`config.mk`:
```
export PLATFORM = sky130hd
export DESIGN_NAME = lcd_ctrl16x2_flat
export DESIGN_NICKNAME = d
export VERILOG_FILES = /design/src/rtl/lcd_ctrl16x2_if.sv /design/src/rtl/lcd_ctrl16x2.sv /design/src/flat_wrapper.sv
export SDC_FILE = /design/constraint.sdc
export NUM_CORES = 1
export LEC_CHECK = 0
export ABC_AREA = 1
export BUFFER_PORTS_ARGS = -buffer_cell sky130_fd_sc_hd__buf_4
export CAP_MARGIN = 30
export CORE_ASPECT_RATIO = 0.5
export CORE_UTILIZATION = 35
export DETAILED_ROUTE_END_ITERATION = 16
export GPL_TIMING_DRIVEN = 0
export HOLD_SLACK_MARGIN = 0.02
export SLEW_MARGIN = 5
export SYNTH_ARGS = -nofsm -noshare
export SYNTH_HDL_FRONTEND = slang
export SYNTH_SLANG_ARGS = --single-unit
```
`constraint.sdc`:
```
create_clock -name clk -period 3.95 [get_ports clk]
set_input_delay 0.1975 -clock clk [delete_from_list [all_inputs] [get_ports clk]]
set_output_delay 0.1975 -clock clk [all_outputs]
set_load 0.01 [all_outputs]
```
`src/rtl/lcd_ctrl16x2_if.sv`:
```
// Formatter-to-LCD bundle: character frame in, HD44780 4-bit write pins and status out.
interface lcd_ctrl16x2_if;
  logic [255:0] chars;
  logic         lcd_e;
  logic         lcd_rs;
  logic         lcd_rw;
  logic [3:0]   lcd_d;
  logic         ready;
  logic         frame_done;

  modport master (
    input  chars,
    output lcd_e, lcd_rs, lcd_rw, lcd_d, ready, frame_done
  );

  modport slave (
    output chars,
    input  lcd_e, lcd_rs, lcd_rw, lcd_d, ready, frame_done
  );
endinterface

```
`src/rtl/lcd_ctrl16x2.sv`:
```
// 16x2 HD44780 driver, 4-bit write-only: one-shot init, then endless two-line refresh
// from a frame buffer snapshotted at the start of each frame.
module lcd_ctrl16x2 #(
  parameter int unsigned T_POWERUP = 750000,
  parameter int unsigned T_INIT1   = 205000,
  parameter int unsigned T_INIT2   = 5000,
  parameter int unsigned T_SU      = 2,
  parameter int unsigned T_E       = 12,
  parameter int unsigned T_NIB     = 50,
  parameter int unsigned T_CMD     = 2000,
  parameter int unsigned T_CLR     = 82000
) (
  input  logic             clk,
  input  logic             rst_n,
  lcd_ctrl16x2_if.master   bus
);

  typedef enum logic [2:0] {
    S_PWRUP, S_INIT, S_CFG, S_ADDR1, S_LINE1, S_ADDR2, S_LINE2
  } state_t;

  typedef enum logic [1:0] {PH_SU, PH_EH, PH_WT} phase_t;

  function automatic logic [31:0] f_cyc(input int unsigned t);
    return (t == 0) ? 32'd1 : 32'(t);
  endfunction

  state_t         r_state, w_state_nx;
  phase_t         r_ph, w_ph_nx;
  logic [31:0]    r_cnt, w_cnt_nx;
  logic [3:0]     r_idx, w_idx_nx;
  logic           r_lo, w_lo_nx;
  logic [255:0]   r_buf;
  logic           r_ready, r_frame_done;
  logic           w_load, w_fd, w_rdy;
  logic [127:0]   w_line;
  logic [7:0]     w_byte;
  logic [3:0]     w_nib;
  logic           w_rs;
  logic [31:0]    w_post, w_len;
  logic           w_done;

  always_ff @(posedge clk or negedge rst_n) begin
    if (!rst_n) begin
      r_state      <= S_PWRUP;
      r_ph         <= PH_SU;
      r_cnt        <= '0;
      r_idx        <= '0;
      r_lo         <= 1'b0;
      r_buf        <= '0;
      r_ready      <= 1'b0;
      r_frame_done <= 1'b0;
    end else begin
      r_state      <= w_state_nx;
      r_ph         <= w_ph_nx;
      r_cnt        <= w_cnt_nx;
      r_idx        <= w_idx_nx;
      r_lo         <= w_lo_nx;
      r_frame_done <= w_fd;
      if (w_load) r_buf   <= bus.chars;
      if (w_rdy)  r_ready <= 1'b1;
    end
  end

  always_comb begin
    w_line = (r_state == S_LINE2) ? r_buf[127:0] : r_buf[255:128];
    w_rs   = (r_state == S_LINE1) || (r_state == S_LINE2);
    case (r_state)
      S_CFG: begin
        case (r_idx[1:0])
          2'd0:    w_byte = 8'h28;
          2'd1:    w_byte = 8'h06;
          2'd2:    w_byte = 8'h0C;
          default: w_byte = 8'h01;
        endcase
      end
      S_ADDR1:          w_byte = 8'h80;
      S_ADDR2:          w_byte = 8'hC0;
      S_LINE1, S_LINE2: w_byte = w_line[{~r_idx, 3'b000} +: 8];
      default:          w_byte = 8'h00;
    endcase

    // Init nibbles are sent alone; everything else is high nibble then low nibble.
    if (r_state == S_INIT) begin
      w_nib = (r_idx == 4'd3) ? 4'h2 : 4'h3;
      case (r_idx)
        4'd0:    w_post = f_cyc(T_INIT1);
        4'd1:    w_post = f_cyc(T_INIT2);
        default: w_post = f_cyc(T_CMD);
      endcase
    end else begin
      w_nib = r_lo ? w_byte[3:0] : w_byte[7:4];
      if (!r_lo)                         w_post = f_cyc(T_NIB);
      else if (!w_rs && w_byte == 8'h01) w_post = f_cyc(T_CLR);
      else                               w_post = f_cyc(T_CMD);
    end

    if (r_state == S_PWRUP) w_len = f_cyc(T_POWERUP);
    else begin
      case (r_ph)
        PH_SU:   w_len = f_cyc(T_SU);
        PH_EH:   w_len = f_cyc(T_E);
        default: w_len = w_post;
      endcase
    end
    w_done = (r_cnt == w_len - 32'd1);

    w_state_nx = r_state;
    w_ph_nx    = r_ph;
    w_idx_nx   = r_idx;
    w_lo_nx    = r_lo;
    w_cnt_nx   = r_cnt + 32'd1;
    w_load     = 1'b0;
    w_fd       = 1'b0;
    w_rdy      = 1'b0;
    if (w_done) begin
      w_cnt_nx = '0;
      if (r_state == S_PWRUP) begin
        w_state_nx = S_INIT;
        w_ph_nx    = PH_SU;
        w_idx_nx   = '0;
        w_lo_nx    = 1'b0;
      end else begin
        case (r_ph)
          PH_SU: w_ph_nx = PH_EH;
          PH_EH: w_ph_nx = PH_WT;
          default: begin
            w_ph_nx = PH_SU;
            if (r_state == S_INIT) begin
              if (r_idx == 4'd3) begin
                w_state_nx = S_CFG;
                w_idx_nx   = '0;
              end else w_idx_nx = r_idx + 4'd1;
            end else if (!r_lo) begin
              w_lo_nx = 1'b1;
            end else begin
              w_lo_nx  = 1'b0;
              w_idx_nx = r_idx + 4'd1;
              case (r_state)
                S_CFG: if (r_idx == 4'd3) begin
                  w_state_nx = S_ADDR1;
                  w_idx_nx   = '0;
                  w_load     = 1'b1;
                  w_rdy      = 1'b1;
                end
                S_ADDR1: begin
                  w_state_nx = S_LINE1;
                  w_idx_nx   = '0;
                end
                S_LINE1: if (r_idx == 4'd15) w_state_nx = S_ADDR2;
                S_ADDR2: begin
                  w_state_nx = S_LINE2;
                  w_idx_nx   = '0;
                end
                S_LINE2: if (r_idx == 4'd15) begin
                  w_state_nx = S_ADDR1;
                  w_load     = 1'b1;
                  w_fd       = 1'b1;
                end
                default: ;
              endcase
            end
          end
        endcase
      end
    end
  end

  always_comb begin
    bus.lcd_rw     = 1'b0;
    bus.lcd_e      = (r_state != S_PWRUP) && (r_ph == PH_EH);
    bus.lcd_rs     = w_rs;
    bus.lcd_d      = (r_state == S_PWRUP) ? 4'h0 : w_nib;
    bus.ready      = r_ready;
    bus.frame_done = r_frame_done;
  end

endmodule

```
`src/flat_wrapper.sv`:
```
// flat-port wrapper written by rule: the top's interface ports become plain ports
module lcd_ctrl16x2_flat 
#(
  parameter int unsigned T_POWERUP = 750000,
  parameter int unsigned T_INIT1   = 205000,
  parameter int unsigned T_INIT2   = 5000,
  parameter int unsigned T_SU      = 2,
  parameter int unsigned T_E       = 12,
  parameter int unsigned T_NIB     = 50,
  parameter int unsigned T_CMD     = 2000,
  parameter int unsigned T_CLR     = 82000
)
  (clk, rst_n, bus_chars, bus_lcd_e, bus_lcd_rs, bus_lcd_rw, bus_lcd_d, bus_ready, bus_frame_done);
  lcd_ctrl16x2_if bus_i ();
  input  logic clk;
  input  logic rst_n;
  input wire logic [$bits(bus_i.chars)-1:0] bus_chars;
  output wire logic [$bits(bus_i.lcd_e)-1:0] bus_lcd_e;
  output wire logic [$bits(bus_i.lcd_rs)-1:0] bus_lcd_rs;
  output wire logic [$bits(bus_i.lcd_rw)-1:0] bus_lcd_rw;
  output wire logic [$bits(bus_i.lcd_d)-1:0] bus_lcd_d;
  output wire logic [$bits(bus_i.ready)-1:0] bus_ready;
  output wire logic [$bits(bus_i.frame_done)-1:0] bus_frame_done;
  assign bus_i.chars = bus_chars;
  assign bus_lcd_e = bus_i.lcd_e;
  assign bus_lcd_rs = bus_i.lcd_rs;
  assign bus_lcd_rw = bus_i.lcd_rw;
  assign bus_lcd_d = bus_i.lcd_d;
  assign bus_ready = bus_i.ready;
  assign bus_frame_done = bus_i.frame_done;
  lcd_ctrl16x2 #(.T_POWERUP(T_POWERUP), .T_INIT1(T_INIT1), .T_INIT2(T_INIT2), .T_SU(T_SU), .T_E(T_E), .T_NIB(T_NIB), .T_CMD(T_CMD), .T_CLR(T_CLR)) u_core (.clk(clk), .rst_n(rst_n), .bus(bus_i));
endmodule
```
==> reports/results.ini <==
[synth]
synth_warnings=0
syn_avg_cell_area_um2=7.38
synth.distinct_cells=43
netlist_area_um2=15700
synth-simple-area-share=0.384
yosysSeqAreaShare=0.478
synth_mux_area_frac=0.000637
synth_compound_area_frac=0.0507
synth_enable_flop_cells=0
synthAdderAreaFrac=0.00557
ys_ff_latch=300
synth_async_sr_flop_share=1.00
netlist.area_leader.share=0.478
syn_inst=2129
synth_nets=2394
ys_top_cells_by_area=dfrtp_1, nand2_1, nand3_1
synth-xor-area-share=0.0111
synthMostInstantiatedCell=nand2_1
synth.largest_area_cell=dfrtp_1
synth_common_cells=nand2_1, nand3_1, dfrtp_1, inv_1, nor2_1
synth_top_family_by_area=simple AND/OR/NAND/NOR gates
synth_flop_cell=dfrtp_1

[floorplan]
die_width_um=302
ios=267
start_util=0.358
die_y_um=152
dieArea_um2=45800
rows=54
core-area_um2=43900

[sta]
hold_violations=0
finalSetupViolCount=0
max_slew.worst_pin.slew_ns=1.03
slew_headroom=0.316
fmax_ghz=0.258
finalCritPeriodShare=0.981
fin_crit_ns=3.87
setup_ws_ns=0.0757
final.setup_skew_ns=0.0280
rsz0062_at_grt=true
final_max_slew_viol_count=0

[setup_path]
cpMaxStageDelayCell=dfrtp_2
end_kind=primary output
cp_slowest_stage_delay_ns=0.42
crit_arrival_ns=3.68
critPathKind=reg2out
cpMostUsedCell=buf_8
crit_path_max_fanout=10
critical_path.top_delay_family=compound AO/OA/AOI/OAI gates
path_cells=clkinv_4, nand3_2, buf_8, buf_12, clkbuf_16, buf_8, nand2_1, a32o_2, o211ai_1, o21ai_1, a2111oi_2, buf_2, nor3_1, a211oi_4, buf_4
worstPathRequired_ns=3.75
path_buf_inv=7
cp-start-kind=register

[routing]
viasPerCell=5.25
wire_per_inst_um=20.6
vias=17451
dr.pass1.iters=8
finalWirelength_um=68600
ant_nets=0
drc=0
dr.first_iter.drc_count=1949

[clock_network]
cts.path.max_buffers=3
clock-sinks=300
cts_tree=yes
cts_root_buf=clkbuf_16
numCtsBuffers=28
worstSkewPairLatency_ns=0.60
cts.reportedPaths.clkPinSlew_ns=0.07
cts_max_level=1

[final_layout]
fin_util=0.526
drive_gt1_frac=0.193
area_growth_pct=47.1
fin_area_um2=23100
antenna_cells=0
fin_nets=2982

[placement]
place_congestion=0.997
pre_cts_ws_ns=-1.54
placed_cell_area_um2=18500
port_buffers=265
dp_hpwl_um=46600

[run_status]
status=complete, no violations

[power]
powerDensity_nw_per_um2=283
irDropWorstVdd_uv=282
p_leak_nw=11.0

[global_route]
overflow=0
use_met3=0.0864
antenna_found_initial=0
grtUsageMet2=0.467
grt_pass1_wl_um=101000
grt_start_max_net_pins=117
grtUsageMet1=0.380
grt_pass1_vias=17042
grt.busiest_layer=met2
track_usage=0.293

[run]
maxCapViolCount=0

[hold_path]
hold_path.class=in2async

metrics by stage:
step           total power (W)  TNS [ns]  hold WS (ns)  instances
3_5_place_dp           0.00341   -368.73         0.220       2986
3_3_place_gp           0.00340   -387.34         0.435       2982
5_1_grt                0.00672    -19.30         0.245       3326
2_1_floorplan          0.00313         0       -0.0981       2129
6_report               0.00654         0         0.176       3326
4_1_cts                0.00655         0         0.206       3318
final timing paths:
kind                                   start                end  slack, ns  cells after the start
setup / recovery           u_core.r_state[0]       bus_lcd_d[0]       0.08                     15
hold / removal                         rst_n   u_core.r_cnt[26]       0.18                      2
setup reg to reg           u_core.r_state[1]  u_core.r_buf[191]       0.08                     29
hold reg to reg            u_core.r_buf[159]  u_core.r_buf[159]       0.47                      2
max in group asynchronous              rst_n   u_core.r_buf[21]       2.25                      4
min in group clk               bus_chars[52]   u_core.r_buf[52]       0.37                      4
placed cells by master, fill, tap and decap left out, types with 9 or more instances in the layout:
cell type,count
dfrtp_1,297
clkbuf_4,15
nand3_1,425
nand3_2,17
xor2_1,17
buf_4,342
clkbuf_16,32
a21oi_1,29
clkbuf_2,10
buf_12,9
buf_2,13
clkbuf_1,38
o21ai_0,47
nand4_1,26
dlygate4sd3_1,257
nand2_1,832
inv_1,95
clkbuf_8,14
nor2_1,73
nor3_1,13
buf_8,10
layout make-up:
class                   count  area [um^2]
plain buffers             151         1200
inverters                  99          384
multi-input cells        1579         7360
fillers                  4099        20800
clock inverters            11          164
clock buffers              40          826
repair buffers            558         4940
flip-flops and latches    300         7510
well taps                 588          736
kinds of logic (layout without fill, tap and decap cells):
group	Yosys count	count (layout)
muxes	1	1
AOI/OAI and AO/OA	129	129
buffers and inverters	250	859
xor gates and xnor gates	20	20
adders and majority gates	7	7
and+or+nand+nor	1421	1421
other	1	1
DFF	300	300
worst register-to-register path, delay by kind of cell (launching register included):
| kind | cells | cell delay (ns) |
|---|---|---|
| AND/OR/NAND/NOR | 21 | 2.07 |
| flip-flops | 1 | 0.49 |
| buffers and inverters | 8 | 1.28 |
where the power goes:
| part | switching (W) | leakage (nW) | internal (W) |
|---|---|---|---|
| logic | 0.000165 | 7.68 | 0.000332 |
| registers | 0 | 2.83 | 0.00307 |
| clock network | 0.00131 | 0.481 | 0.00166 |
registers in the layout, summed over array words and instances, names as in the netlist:
signal and flops:
u_core.r_buf 256, u_core.r_cnt 32, u_core.r_idx 4, u_core.r_state 3, u_core.r_ph 2, u_core.bus.frame_done 1, u_core.bus.ready 1, u_core.r_lo 1
routing by layer:
layer / routed length [um] / up-vias / share of wire
li1: - / 8130 / -
met1: 27700 / 8343 / 0.40
met2: 31300 / 791 / 0.46
met3: 6890 / 187 / 0.10
met4: 2780 / 0 / 0.040
met5: 0 / - / 0
timing repair:
action	in CTS	in global routing
pin swaps	7	11
cloned	0	2
resized for setup	136	142
hold buffers	257	0
hold endpoints to repair	330	0
setup buffers	24	5
setup endpoints to repair	296	289
Note: power is estimated with default switching activity, not from simulation.
